===== config.mk =====
export PLATFORM = sky130hd
export DESIGN_NAME = regfile_mp
export DESIGN_NICKNAME = d
export VERILOG_FILES = /design/src/rtl/regfile_pkg.sv /design/src/rtl/regfile_scoreboard.sv /design/src/rtl/regfile_mp.sv
export SDC_FILE = /design/constraint.sdc
export NUM_CORES = 2
export LEC_CHECK = 0
export CAP_MARGIN = 20
export CORE_MARGIN = 2
export CORE_UTILIZATION = 55
export CTS_CLUSTER_DIAMETER = 120
export CTS_CLUSTER_SIZE = 40
export DETAILED_ROUTE_END_ITERATION = 16
export HOLD_SLACK_MARGIN = 0.03
export PLACE_DENSITY = 0.71
export SYNTH_ARGS = -nofsm -noshare
export SYNTH_HDL_FRONTEND = slang
export SYNTH_HIERARCHICAL = 1
export SYNTH_SLANG_ARGS = --single-unit
export TNS_END_PERCENT = 20

===== constraint.sdc =====
create_clock -name clk -period 84.4 [get_ports clk]
set_input_delay 21.1 -clock clk [delete_from_list [all_inputs] [get_ports clk]]
set_output_delay 21.1 -clock clk [all_outputs]
set_load 0.1 [all_outputs]

===== src/rtl/regfile_pkg.sv =====
// Shared defaults and the bypass priority helper for the multi-port register file.
// The read-data mux and the rd_busy logic both use the same priority helper.
package regfile_pkg;

    localparam int unsigned DATA_W_DEFAULT   = 32;
    localparam int unsigned ADDR_W_DEFAULT   = 5;
    localparam logic [31:0] SP_RESET_DEFAULT = 32'hF000_0000;

    typedef enum logic [1:0] {
        SelStore,
        SelWa,
        SelWb
    } byp_sel_e;

    // Port B (memory return) outranks port A, which matches the write-collision winner.
    function automatic byp_sel_e byp_sel(input logic wb_hit, input logic wa_hit);
        if (wb_hit) begin
            return SelWb;
        end else if (wa_hit) begin
            return SelWa;
        end
        return SelStore;
    endfunction

endpackage


===== src/rtl/regfile_scoreboard.sv =====
// Busy scoreboard: one bit per register, set by load issue, cleared by memory return.
module regfile_scoreboard
    import regfile_pkg::*;
#(
    parameter int unsigned ADDR_W = ADDR_W_DEFAULT,
    parameter int unsigned NREGS  = 2 ** ADDR_W
) (
    input  logic              clk,
    input  logic              reset,
    input  logic              set_en_i,
    input  logic [ADDR_W-1:0] set_addr_i,
    input  logic              clr_en_i,
    input  logic [ADDR_W-1:0] clr_addr_i,
    output logic [NREGS-1:0]  busy_o,
    output logic              busy_any_o
);

    logic [NREGS-1:0] busy_d, busy_q;

    // Set is applied last so a new load issued behind a returning one stays pending.
    always_comb begin
        busy_d = busy_q;
        if (clr_en_i) begin
            busy_d[clr_addr_i] = 1'b0;
        end
        if (set_en_i) begin
            busy_d[set_addr_i] = 1'b1;
        end
    end

    always_ff @(posedge clk or posedge reset) begin
        if (reset) begin
            busy_q <= '0;
        end else begin
            busy_q <= busy_d;
        end
    end

    assign busy_o     = busy_q;
    assign busy_any_o = |busy_q;

endmodule


===== src/rtl/regfile_mp.sv =====
// Multi-port register file: NUM_RD bypassed read ports, ALU (A) and memory (B) write ports,
// optional hardwired-zero R0 and a load scoreboard for decode stalls.
module regfile_mp
    import regfile_pkg::*;
#(
    parameter int unsigned DATA_W      = DATA_W_DEFAULT,
    parameter int unsigned ADDR_W      = ADDR_W_DEFAULT,
    parameter int unsigned NUM_RD      = 2,
    parameter int unsigned ZERO_R0     = 0,
    parameter int unsigned SP_INDEX    = 31,
    parameter logic [31:0] SP_RESET    = SP_RESET_DEFAULT,
    parameter int unsigned DEBUG_INDEX = 3
) (
    input  logic                     clk,
    input  logic                     reset,
    input  logic [NUM_RD*ADDR_W-1:0] rd_addr,
    output logic [NUM_RD*DATA_W-1:0] rd_data,
    output logic [NUM_RD-1:0]        rd_busy,
    input  logic                     wa_en,
    input  logic [ADDR_W-1:0]        wa_addr,
    input  logic [DATA_W-1:0]        wa_data,
    input  logic                     wb_en,
    input  logic [ADDR_W-1:0]        wb_addr,
    input  logic [DATA_W-1:0]        wb_data,
    input  logic                     mark_en,
    input  logic [ADDR_W-1:0]        mark_addr,
    output logic                     busy_any,
    output logic [7:0]               debug_data
);

    localparam int unsigned        NREGS      = 2 ** ADDR_W;
    localparam bit                 ZERO_MODE  = (ZERO_R0 != 0);
    localparam logic [DATA_W-1:0]  SP_RST_VAL = DATA_W'(SP_RESET);

    logic [DATA_W-1:0] regs_d [NREGS];
    logic [DATA_W-1:0] regs_q [NREGS];
    logic [NREGS-1:0]  busy;
    logic              wa_ok, wb_ok, mark_ok;

    // Reset gates the bypass as well as the commit, so outputs show reset values at once.
    assign wa_ok   = wa_en   && !reset && !(ZERO_MODE && (wa_addr   == '0));
    assign wb_ok   = wb_en   && !reset && !(ZERO_MODE && (wb_addr   == '0));
    assign mark_ok = mark_en && !reset && !(ZERO_MODE && (mark_addr == '0));

    always_comb begin
        regs_d = regs_q;
        if (wa_ok) begin
            regs_d[wa_addr] = wa_data;
        end
        if (wb_ok) begin
            regs_d[wb_addr] = wb_data;
        end
    end

    always_ff @(posedge clk or posedge reset) begin
        if (reset) begin
            for (int unsigned i = 0; i < NREGS; i++) begin
                if ((i == SP_INDEX) && !(ZERO_MODE && (i == 0))) begin
                    regs_q[i] <= SP_RST_VAL;
                end else begin
                    regs_q[i] <= '0;
                end
            end
        end else begin
            regs_q <= regs_d;
        end
    end

    regfile_scoreboard #(
        .ADDR_W (ADDR_W),
        .NREGS  (NREGS)
    ) u_scoreboard (
        .clk        (clk),
        .reset      (reset),
        .set_en_i   (mark_ok),
        .set_addr_i (mark_addr),
        .clr_en_i   (wb_ok),
        .clr_addr_i (wb_addr),
        .busy_o     (busy),
        .busy_any_o (busy_any)
    );

    for (genvar k = 0; k < NUM_RD; k++) begin : g_rd
        logic [ADDR_W-1:0] ra;
        logic [DATA_W-1:0] rdata;
        logic              rbusy;
        logic              mark_hit;
        byp_sel_e          sel;

        assign ra       = rd_addr[k*ADDR_W +: ADDR_W];
        assign sel      = byp_sel(wb_ok && (wb_addr == ra), wa_ok && (wa_addr == ra));
        assign mark_hit = mark_ok && (mark_addr == ra);

        always_comb begin
            rdata = regs_q[ra];
            rbusy = busy[ra];
            if (ZERO_MODE && (ra == '0)) begin
                rdata = '0;
                rbusy = 1'b0;
            end else begin
                case (sel)
                    SelWb: begin
                        rdata = wb_data;
                        rbusy = mark_hit;
                    end
                    SelWa:   rdata = wa_data;
                    default: rdata = regs_q[ra];
                endcase
            end
        end

        assign rd_data[k*DATA_W +: DATA_W] = rdata;
        assign rd_busy[k]                  = rbusy;
    end

    assign debug_data = regs_q[DEBUG_INDEX][7:0];

endmodule


==> results.cfg <==
[outcome]
status = finished, final reports clean

[global_route]
grt_pass1_vias = 55139
grt_pass1_wl_um = 374000
grt.busiest_layer = met2
grt_max_degree = 183
grt.overflow.total = 0
antenna_found_initial = 12
gr-usage-met1 = 0.523
grtUsageTotal = 0.399
gr-usage-met2 = 0.581
met3_usage = 0.141

[worst_hold_path]
min_path_cells = 2
hold_end = u_scoreboard/busy_o[28]$_DFF_PP0_
hold_start = u_scoreboard/busy_o[28]$_DFF_PP0_
hold_path.class = flip-flop to flip-flop

[clock_network]
htree_num_levels = 2
cts_root_buf = clkbuf_16
ctsHoldBuffers = 0
clkLatencyLatePin_ps = 700
cts_sinks = 1056
cts_tree = built
cts_buffer_depth = 3
cts_resized = 0
postCtsSetupBuffers = 0
clk_pin_slew_ps = 140
cts_inserted_buffers = 35

[logic_synthesis]
synth_cell_types = 59
ys_seq_elements = 1056
ys_seq_area_frac = 0.388
synthFlopType = dfrtp_1
yosysTopAreaCell = dfrtp_1
syn-num-nets = 7010
yosysTopAreaCellShare = 0.387
ys.warnings.count = 6
async_flop_share = 1.00
avgSynthCellArea_um2 = 9.84
synth_area_um2 = 68100
synth_area_leaders = dfrtp_1 (39%), mux2i_1 (17%), mux4_2 (8.3%), mux2_2 (6.8%), o21ai_0 (4.4%)
synth_edf_count = 0
netlist_instances = 6916

[placement]
place_hpwl_um = 144000
routabilityCongestion = 0.976
port_buffers = 168
post-place-cells = 8080
place_area_um2 = 69700

[routing]
dr.first_iter.drc_count = 9333
route.detailed.drc = 0
via_per_inst = 7.09
ant_nets = 0
detail_route.wl_per_cell_um = 31.9
drt_first_pass_iters = 6
routed_wl_um = 260000
vias = 57770

[critical_path]
cp.arrival_ps = 26430
rr_endpoint = regs_q[29]$_DFF_PP1_
r2r_cells = 2
critPathLaunchType = primary input
timing.rr.start = regs_q[29]$_DFF_PP1_
critPathMaxFanout = 74
cp.required_ps = 63300
critPathKind = primary input to output pin
endpoint_kind = output pin
rrSetupSlack_ps = 83500

[floorplanning]
io_pins = 169
die-area_um2 = 127000
initial_core_util = 0.552
die_w_um = 356
row_count = 129
die_y_um = 356
fp.coreArea_um2 = 123000

[layout]
final_util = 0.576
stdcell_area_um2 = 71000
synthToLayoutAreaGrowth_pct = 4.34
drive_gt1_frac = 0.156
fin_nets = 6580
final_cells = 8152

[sta]
hold_violations = 0
holdWs_ps = 581
fmax_mhz = 21.0
rsz0062_at_grt = false
clock-skew-final_ps = 0
setup_viol = 0
maxSlewHeadroom = 0.125
worst_pin_slew_ps = 1310
tns_ps = 0
fin_crit_sh = 0.563
drv_slew = 0
post-route-min-period_ps = 47530

[pwr]
p_per_area_nw_per_um2 = 20.9
vdd_drop_max_v = 0.0000153
power.leakage_uw = 0.0309

[run]
drv_cap = 0
## cells in the mapped netlist, drive strengths merged (17+ instances only)
| master | n |
|---|---|
| a21oi | 546 |
| a22o | 29 |
| mux4 | 250 |
| nand2 | 652 |
| nor2 | 583 |
| mux2i | 1159 |
| o21ai | 673 |
| o22ai | 304 |
| buf | 427 |
| nor3 | 102 |
| nor2b | 19 |
| clkbuf | 402 |
| mux2 | 409 |
| nor4 | 67 |
| a211o | 32 |
| dfrtp | 1052 |
| a211oi | 18 |
| xor2 | 17 |
| nand3b | 18 |
| a221oi | 29 |
| a31oi | 21 |
## power breakdown
part | internal, uW | switching, uW
combinational | 216 | 267
clock | 95.6 | 177
sequential | 627 | 100
total | 939 | 544
## cells in the final DEF (no fill, tap or decap), drive strengths merged, types with 162 or more instances in the layout
master / n
a21oi: 546
buf: 199
clkdlybuf4s50: 162
dfrtp: 1052
mux2: 409
mux2i: 1159
mux4: 250
nand2: 652
nor2: 583
o21ai: 673
o22ai: 304
## registers in the layout, summed over array words and instances, names as in the netlist
name                 flops
u_scoreboard/busy_o     32
debug_data               8
regs_q                1016
## metal layers
layer,up-vias,wire length (um),share of wire
li1,24087,-,-
met1,27983,95300,0.37
met2,4637,110000,0.42
met3,1053,38200,0.15
met4,10,15900,0.061
met5,-,57,0.00022
## critical path, cell delays in order
cell,delay (ps)
buf_8,570
buf_4,780
buf_4,590
mux4_2,580
nand2_1,80
a21oi_1,80
nor4_1,1030
a21oi_1,440
clkdlybuf4s50_1,1080
## cells by family (layout without fill, tap and decap cells)
| family | count (synthesis) | in the layout | share of synthesized area |
|---|---|---|---|
| xor+xnor | 30 | 30 | 0.00386 |
| simple gates | 1512 | 1512 | 0.0955 |
| compound gates | 1666 | 1666 | 0.135 |
| other cells | 0 | 6 | 0 |
| buf+inv | 834 | 427 | 0.0570 |
| flops | 1056 | 1056 | 0.388 |
| mux | 1818 | 1818 | 0.321 |
## area by class of cell
class / count / area [um^2]
Timing Repair Buffer: 362 / 3260
Clock buffer: 44 / 962
Sequential cell: 1056 / 26400
Multi-Input combinational cell: 5026 / 38100
Fill cell: 10543 / 52300
Antenna cell: 6 / 15.0
Inverter: 5 / 26.3
Clock inverter: 16 / 236
Tap cell: 1637 / 2050
## worst max-delay path by stage
| stage | start | end | slack (ps) | cells past startpoint |
|---|---|---|---|---|
| final | rd_addr[0] | rd_data[3] | 36870 | 9 |
| after global routing | rd_addr[5] | rd_data[62] | 36810 | 8 |
| after CTS | rd_addr[5] | rd_data[59] | 36960 | 9 |
| after detailed placement | rd_addr[5] | rd_data[59] | 36960 | 9 |
| after global placement | rd_addr[5] | rd_data[59] | 36940 | 9 |
| after floorplan | reset | debug_data[0]$_DFF_PP0_ | 34490 | 1 |
## metrics by stage
step           total power, uW  worst slack [ps]
2_1_floorplan             1070             34490
3_3_place_gp              1180             36940
3_5_place_dp              1200             36960
4_1_cts                   1460             36960
5_1_grt                   1540             36810
6_report                  1480             36870
(Power assumes the default switching activity.)
